### src/rtl/array_port_mem_if.sv
// Array port bundle: the kernel-side port, the host preload/dump port and the status lines.
// The master side is the kernel/host driver, and the slave side is array_port_mem.
interface array_port_mem_if #(
    parameter int ADDR_W = 1,
    parameter int DATA_W = 1
);
    logic              kernel_active;
    logic              k_wenable;
    logic [ADDR_W-1:0] k_addr;
    logic [DATA_W-1:0] k_wdata;
    logic [DATA_W-1:0] k_rdata;
    logic              h_req;
    logic              h_we;
    logic [ADDR_W-1:0] h_addr;
    logic [DATA_W-1:0] h_wdata;
    logic              h_ack;
    logic [DATA_W-1:0] h_rdata;
    logic              clear_start;
    logic              ready;
    logic              err;

    modport master (
        output kernel_active, k_wenable, k_addr, k_wdata,
        output h_req, h_we, h_addr, h_wdata, clear_start,
        input  k_rdata, h_ack, h_rdata, ready, err
    );

    modport slave (
        input  kernel_active, k_wenable, k_addr, k_wdata,
        input  h_req, h_we, h_addr, h_wdata, clear_start,
        output k_rdata, h_ack, h_rdata, ready, err
    );
endinterface

### src/rtl/array_port_mem.sv
// Array storage that serves a running kernel, and a host port while the kernel is idle.
// A zero sweep runs after reset and whenever it is requested.
//
// state    | meaning
// ---------+---------------------------------------------------------------
// ST_CLEAR | sweeping zeros through mem[0..DEPTH-1]; no port is served
// ST_IDLE  | kernel is served when kernel_active=1, otherwise the host
module array_port_mem #(
    parameter int ADDR_W = 1,
    parameter int DATA_W = 1
) (
    input  logic             clk,
    input  logic             rst,
    array_port_mem_if.slave  bus
);
    localparam int DEPTH = 2 ** ADDR_W;

    typedef enum logic {ST_CLEAR, ST_IDLE} state_t;

    state_t            state_q, state_d;
    logic [ADDR_W-1:0] ptr_q, ptr_d;
    logic              mem_we;
    logic [ADDR_W-1:0] mem_waddr;
    logic [DATA_W-1:0] mem_wdata;
    logic              k_serve;
    logic              k_zero;
    logic              h_serve;
    logic              err_set;
    logic [DATA_W-1:0] mem [DEPTH];

    always_comb begin
        state_d   = state_q;
        ptr_d     = ptr_q;
        mem_we    = 1'b0;
        mem_waddr = ptr_q;
        mem_wdata = '0;
        k_serve   = 1'b0;
        k_zero    = 1'b0;
        h_serve   = 1'b0;
        err_set   = 1'b0;
        case (state_q)
            ST_CLEAR: begin
                mem_we = 1'b1;
                ptr_d  = ptr_q + 1'b1;
                if (&ptr_q) state_d = ST_IDLE;
                if (bus.kernel_active) begin
                    err_set = 1'b1;
                    k_zero  = 1'b1;
                end
            end
            ST_IDLE: begin
                if (bus.kernel_active) begin
                    k_serve = 1'b1;
                    if (bus.clear_start) err_set = 1'b1;
                    if (bus.k_wenable) begin
                        mem_we    = 1'b1;
                        mem_waddr = bus.k_addr;
                        mem_wdata = bus.k_wdata;
                    end
                end else if (bus.clear_start) begin
                    state_d = ST_CLEAR;
                    ptr_d   = '0;
                end else if (bus.h_req) begin
                    h_serve = 1'b1;
                    if (bus.h_we) begin
                        mem_we    = 1'b1;
                        mem_waddr = bus.h_addr;
                        mem_wdata = bus.h_wdata;
                    end
                end
            end
            default: state_d = ST_CLEAR;
        endcase
    end

    // mem is deliberately left out of the reset branch: only the sweep zeroes it,
    // and no write commits on an edge where reset is asserted.
    always_ff @(posedge clk or posedge rst) begin
        if (rst) begin
            state_q     <= ST_CLEAR;
            ptr_q       <= '0;
            bus.k_rdata <= '0;
            bus.h_rdata <= '0;
            bus.h_ack   <= 1'b0;
            bus.ready   <= 1'b0;
            bus.err     <= 1'b0;
        end else begin
            state_q   <= state_d;
            ptr_q     <= ptr_d;
            bus.ready <= (state_d == ST_IDLE);
            bus.h_ack <= h_serve;
            if (mem_we) mem[mem_waddr] <= mem_wdata;
            if (k_zero) bus.k_rdata <= '0;
            else if (k_serve) bus.k_rdata <= mem[bus.k_addr];
            if (h_serve && !bus.h_we) bus.h_rdata <= mem[bus.h_addr];
            if (err_set) bus.err <= 1'b1;
        end
    end
endmodule

### src/flat_wrapper.sv
// flat-port wrapper written by rule: the top's interface ports become plain ports
module array_port_mem_flat 
#(
    parameter int ADDR_W = 1,
    parameter int DATA_W = 1
)
  (clk, rst, bus_kernel_active, bus_k_wenable, bus_k_addr, bus_k_wdata, bus_h_req, bus_h_we, bus_h_addr, bus_h_wdata, bus_clear_start, bus_k_rdata, bus_h_ack, bus_h_rdata, bus_ready, bus_err);
  array_port_mem_if #(.ADDR_W(ADDR_W), .DATA_W(DATA_W)) bus_i ();
  input  logic clk;
  input  logic rst;
  input wire logic [$bits(bus_i.kernel_active)-1:0] bus_kernel_active;
  input wire logic [$bits(bus_i.k_wenable)-1:0] bus_k_wenable;
  input wire logic [$bits(bus_i.k_addr)-1:0] bus_k_addr;
  input wire logic [$bits(bus_i.k_wdata)-1:0] bus_k_wdata;
  input wire logic [$bits(bus_i.h_req)-1:0] bus_h_req;
  input wire logic [$bits(bus_i.h_we)-1:0] bus_h_we;
  input wire logic [$bits(bus_i.h_addr)-1:0] bus_h_addr;
  input wire logic [$bits(bus_i.h_wdata)-1:0] bus_h_wdata;
  input wire logic [$bits(bus_i.clear_start)-1:0] bus_clear_start;
  output wire logic [$bits(bus_i.k_rdata)-1:0] bus_k_rdata;
  output wire logic [$bits(bus_i.h_ack)-1:0] bus_h_ack;
  output wire logic [$bits(bus_i.h_rdata)-1:0] bus_h_rdata;
  output wire logic [$bits(bus_i.ready)-1:0] bus_ready;
  output wire logic [$bits(bus_i.err)-1:0] bus_err;
  assign bus_i.kernel_active = bus_kernel_active;
  assign bus_i.k_wenable = bus_k_wenable;
  assign bus_i.k_addr = bus_k_addr;
  assign bus_i.k_wdata = bus_k_wdata;
  assign bus_i.h_req = bus_h_req;
  assign bus_i.h_we = bus_h_we;
  assign bus_i.h_addr = bus_h_addr;
  assign bus_i.h_wdata = bus_h_wdata;
  assign bus_i.clear_start = bus_clear_start;
  assign bus_k_rdata = bus_i.k_rdata;
  assign bus_h_ack = bus_i.h_ack;
  assign bus_h_rdata = bus_i.h_rdata;
  assign bus_ready = bus_i.ready;
  assign bus_err = bus_i.err;
  array_port_mem #(.ADDR_W(ADDR_W), .DATA_W(DATA_W)) u_core (.clk(clk), .rst(rst), .bus(bus_i));
endmodule
### config.mk
export PLATFORM = sky130hd
export DESIGN_NAME = array_port_mem_flat
export DESIGN_NICKNAME = d
export VERILOG_FILES = /design/src/rtl/array_port_mem_if.sv /design/src/rtl/array_port_mem.sv /design/src/flat_wrapper.sv
export SDC_FILE = /design/constraint.sdc
export NUM_CORES = 1
export LEC_CHECK = 0
export BUFFER_PORTS_ARGS = -buffer_cell sky130_fd_sc_hd__buf_2
export CAP_MARGIN = 25
export CORE_AREA = 3 3 40 42
export CTS_CLUSTER_SIZE = 12
export DETAILED_ROUTE_END_ITERATION = 16
export DIE_AREA = 0 0 43 45
export SYNTH_ARGS = -nofsm -noshare
export SYNTH_HDL_FRONTEND = slang
export SYNTH_SLANG_ARGS = --single-unit
export TNS_END_PERCENT = 5
### constraint.sdc
create_clock -name clk -period 1.3 [get_ports clk]
set_clock_uncertainty 0.1 [all_clocks]
set_input_delay 0.13 -clock clk [delete_from_list [all_inputs] [get_ports clk]]
set_output_delay 0.13 -clock clk [all_outputs]
set_load 0.02 [all_outputs]
==> results.txt <==
The run finished, with violations left. The checks that failed: setup timing. Setup repair after global routing could not meet its margin everywhere. The violation count after the first detailed-routing iteration came out at 12. The area inside the core boundary came out at 1280 um2.

The switching share of power is a little over a third. The clock tree from TritonCTS is done. Data on the critical path arrives at its endpoint at 1.30 ns.

The number of hold-slack violations in the final timing report came out at 0. In this run the static leakage power is 0.312 nW. The iteration count of the initial detailed-routing pass is 4. The slowest stage of the critical path is the sky130_fd_sc_hd__dfrtp_2 cell.

The total overflow reported by the global router came out at 0. The total count of max-transition violations in the final report is 0. The setup slack of the critical path after layout came out at -0.151 ns. The top achievable clock speed is 689 MHz.

The HPWL after detailed placement is around 820 um. The source-to-sink clock delay at the later pin of the worst-skew pair came out at about 0.25 ns. The global-route wire length before repair is approximately 1.7 mm. The relative slew slack came out at 79.5%. In this run the core area contains 13 standard-cell rows. The clock passes through at most 2 buffers. The number of nets in the final layout came out at 80. The maximum fanout encountered on the critical timing path came out at 4. The die covers 1940 um2. The sequential group share of total power is about a third. The required time of the worst setup path came out at between 1 and 1.5 ns.

The fraction of the yosys area taken by sequential cells came out at 44.7%. The number of cells in the finished layout apart from fillers is a little over 80. The worst hold slack after final layout is 0.0790 ns. The initial antenna violation count is 0. Port buffering added 15 buffers.

The reported max-cap violation count came out at 0. The total track usage is 12.5%. The via density per instance came out at 5.16. The count of synthesis-stage warnings from yosys came out at 0. In this run the register-to-register setup slack is -0.15 ns. The signal on the critical path passes through nor3b_1, mux2_4, nor4b_4. The final wirelength came out at 1.09 mm. The number of levels the H-tree was split into came out at 1.

At the placement stage, the worst setup path has a slack of -0.148 ns. The part of the power in combinational logic came out at 46.0%. For this run, design rule violations remaining after detail routing come to 0.

The clock network accounts for between 10% and 20% of the total power. The placed cell count came out at 78. The final critical delay including setup and external delays came out at 1.45 ns. The area growth from synthesis to layout came out at 40.4%. The number of different library cells in the post-synthesis netlist came out at 26. STA classifies the critical path endpoint as a flop.

The starting utilization of the core area came out at 36.6%. The slew of the pin with the lowest slew margin is 0.308 ns. The number of endpoints failing setup at the final stage is 2. The kind of critical path is flop to flop. The share of cells above drive strength 1 came out at 48.5%.

In the final routed layout, each cell accounts on average for 13.2 um. The final-layout setup total negative slack is -0.255 ns. The die is 45 um tall. In this run the worst setup path terminates at u_core.mem[1]. The largest stage delay on the critical path is 0.40 ns. The number of nets in the synthesized netlist is 53. The analysis attributes to net switching a power of ~370 uW.

The reg-to-reg startpoint is u_core.bus.ready. The worst setup path is launched from a flop. The total design power is about 1.1 mW. The peak ir drop on the vdd network is 0.00115 V. After technology mapping, the gate count stands at 42. Internal power comes to 685 uW.

The total power per unit cell area came out at 1600 nW/um2. The clock drives 8 sinks. The count of inserted antenna diode cells is 0.

The final cycle utilization of the critical path came out at 112%. The area of the mapped netlist came out at 470 um2. The type of the worst min-delay path is input pin to flop. In this run the clock root is driven by a sky130_fd_sc_hd__clkbuf_4. In this run, synthesis produced a sequential element count of 8. The number of vias in the routed layout came out at 428. The post-CTS setup repair buffer count is 0. The final weighted congestion in routability-driven placement came out at slightly above 0.7.

The clock-pin slew reported for the worst setup and hold paths after clock tree synthesis is 0.06 ns. The total clock buffers created by CTS came out at 3. The critical register-to-register path endpoint is u_core.mem[1]. Measured along the x axis, the die boundary spans 43 um.

The post-synthesis average cell area came out at about 11 um2. The cell depth of the worst flop-to-flop path came out at 3. The count of antenna-violating nets left after detailed routing is 0.

The worst setup path startpoint is u_core.bus.ready. Entering global routing, the biggest net connects 8 pins. 16 I/O pins were placed. The via count of the first global-routing pass came to ~390.
## metal layers
layer	routed length, um	track usage [%]	vias up
li1	-	-	211
met1	478	15.7	196
met2	526	19.5	19
met3	84	7.17	2
met4	5	1.81	0
met5	0	0	-
## through the flow
step,util [%],cell area [um2]
6_report,51.4,661
5_1_grt,51.4,661
4_1_cts,50.9,654
3_5_place_dp,47.4,609
3_3_place_gp,47.4,609
2_1_floorplan,-,472
## worst max-delay path, delay by kind of cell, from the launching register on
family	cells	cell delay [ns]
simple gates	2	0.36
mux	1	0.29
flops	1	0.40
## cell usage in the layout (no fill, tap or decap), drive strengths merged
cell type | Yosys | layout
o2bb2ai | 1 | 1
nand3b | 2 | 2
or2 | 1 | 1
nor2 | 1 | 1
a21oi | 3 | 3
edfxtp | 2 | 2
nand4bb | 1 | 1
o211ai | 1 | 1
nand2 | 2 | 2
dfrtp | 6 | 6
nor4b | 1 | 1
dlygate4sd3 | 0 | 1
mux2 | 1 | 1
nor3b | 3 | 3
o21ai | 1 | 1
o31a | 1 | 1
nand3 | 1 | 1
and4bb | 1 | 1
clkbuf | 0 | 4
mux2i | 2 | 2
inv | 4 | 4
buf | 2 | 23
a31oi | 3 | 3
nand2b | 1 | 1
a21boi | 1 | 1
## flip-flops by register name, summed over array words and instances, names as in the netlist
| register | count |
|---|---|
| u_core.bus.err | 1 |
| u_core.bus.h_ack | 1 |
| u_core.mem | 2 |
| u_core.bus.ready | 1 |
| u_core.ptr_q | 1 |
| u_core.bus.k_rdata | 1 |
| u_core.bus.h_rdata | 1 |
## cell usage after synthesis
cell                        count  area [um2]
sky130_fd_sc_hd__dfrtp_1        6         150
sky130_fd_sc_hd__inv_1          4        15.0
sky130_fd_sc_hd__a21oi_1        3        15.0
sky130_fd_sc_hd__a31oi_1        3        18.8
sky130_fd_sc_hd__edfxtp_1       2        60.1
sky130_fd_sc_hd__mux2i_1        2        20.0
sky130_fd_sc_hd__nand2_1        2        7.51
sky130_fd_sc_hd__nor3b_1        2        15.0
sky130_fd_sc_hd__a21boi_0       1        7.51
sky130_fd_sc_hd__and4bb_2       1        12.5
sky130_fd_sc_hd__buf_2          1        5.00
sky130_fd_sc_hd__buf_6          1        11.3
sky130_fd_sc_hd__mux2_4         1        15.0
sky130_fd_sc_hd__nand2b_1       1        6.26
sky130_fd_sc_hd__nand3_1        1        5.00
sky130_fd_sc_hd__nand3b_1       1        7.51
sky130_fd_sc_hd__nand3b_4       1        20.0
sky130_fd_sc_hd__nand4bb_1      1        11.3
sky130_fd_sc_hd__nor2_1         1        3.75
sky130_fd_sc_hd__nor3b_2        1        12.5
sky130_fd_sc_hd__nor4b_2        1        15.0
sky130_fd_sc_hd__o211ai_1       1        7.51
sky130_fd_sc_hd__o21ai_0        1        5.00
sky130_fd_sc_hd__o2bb2ai_1      1        8.76
sky130_fd_sc_hd__o31a_1         1        8.76
sky130_fd_sc_hd__or2_2          1        6.26
## timing repair
action | CTS | global route
pin swaps | 1 | 0
cloned | 0 | 0
hold buffers | 1 | 0
endpoints found under the setup margin | 2 | 2
resized for setup | 1 | 1
endpoints found under the hold margin | 6 | 0
## power groups by stage
stage | clock [mW] | sequential, mW | combinational (mW)
finish | 0.199 | 0.371 | 0.485
global route | 0.230 | 0.382 | 0.518
CTS | 0.211 | 0.372 | 0.476
detailed placement | 0 | 0.377 | 0.450
global placement | 0 | 0.376 | 0.449
floorplan | 0 | 0.437 | 0.208
## logic make-up (layout without fill, tap and decap cells)
logic type      Yosys count  in the layout  synth area share (%)
simple gates             14             14                  26.1
compound gates           11             11                  15.2
flops                     8              8                  44.7
buf+inv                   6             32                  6.65
mux                       3              3                  7.45
## area by class of cell
class,count,area (um2)
Sequential cell,8,211
Fill cell,123,624
Inverter,4,15.0
Timing Repair Buffer,24,145
Multi-Input combinational cell,28,244
Clock buffer,4,26.3
Tap cell,15,18.8
## worst min-delay path by stage
stage / start / end / slack [ns] / cells past startpoint
CTS: bus_h_we / u_core.bus.h_rdata / 0.07 / 3
finish: bus_h_we / u_core.bus.h_rdata / 0.08 / 3
global route: bus_h_we / u_core.bus.h_rdata / 0.07 / 3
floorplan: rst / u_core.bus.err / -0.18 / 1
global placement: rst / u_core.bus.h_rdata / -0.03 / 2
detailed placement: rst / u_core.bus.h_rdata / -0.03 / 2
Power figures use the tool's default switching activity.
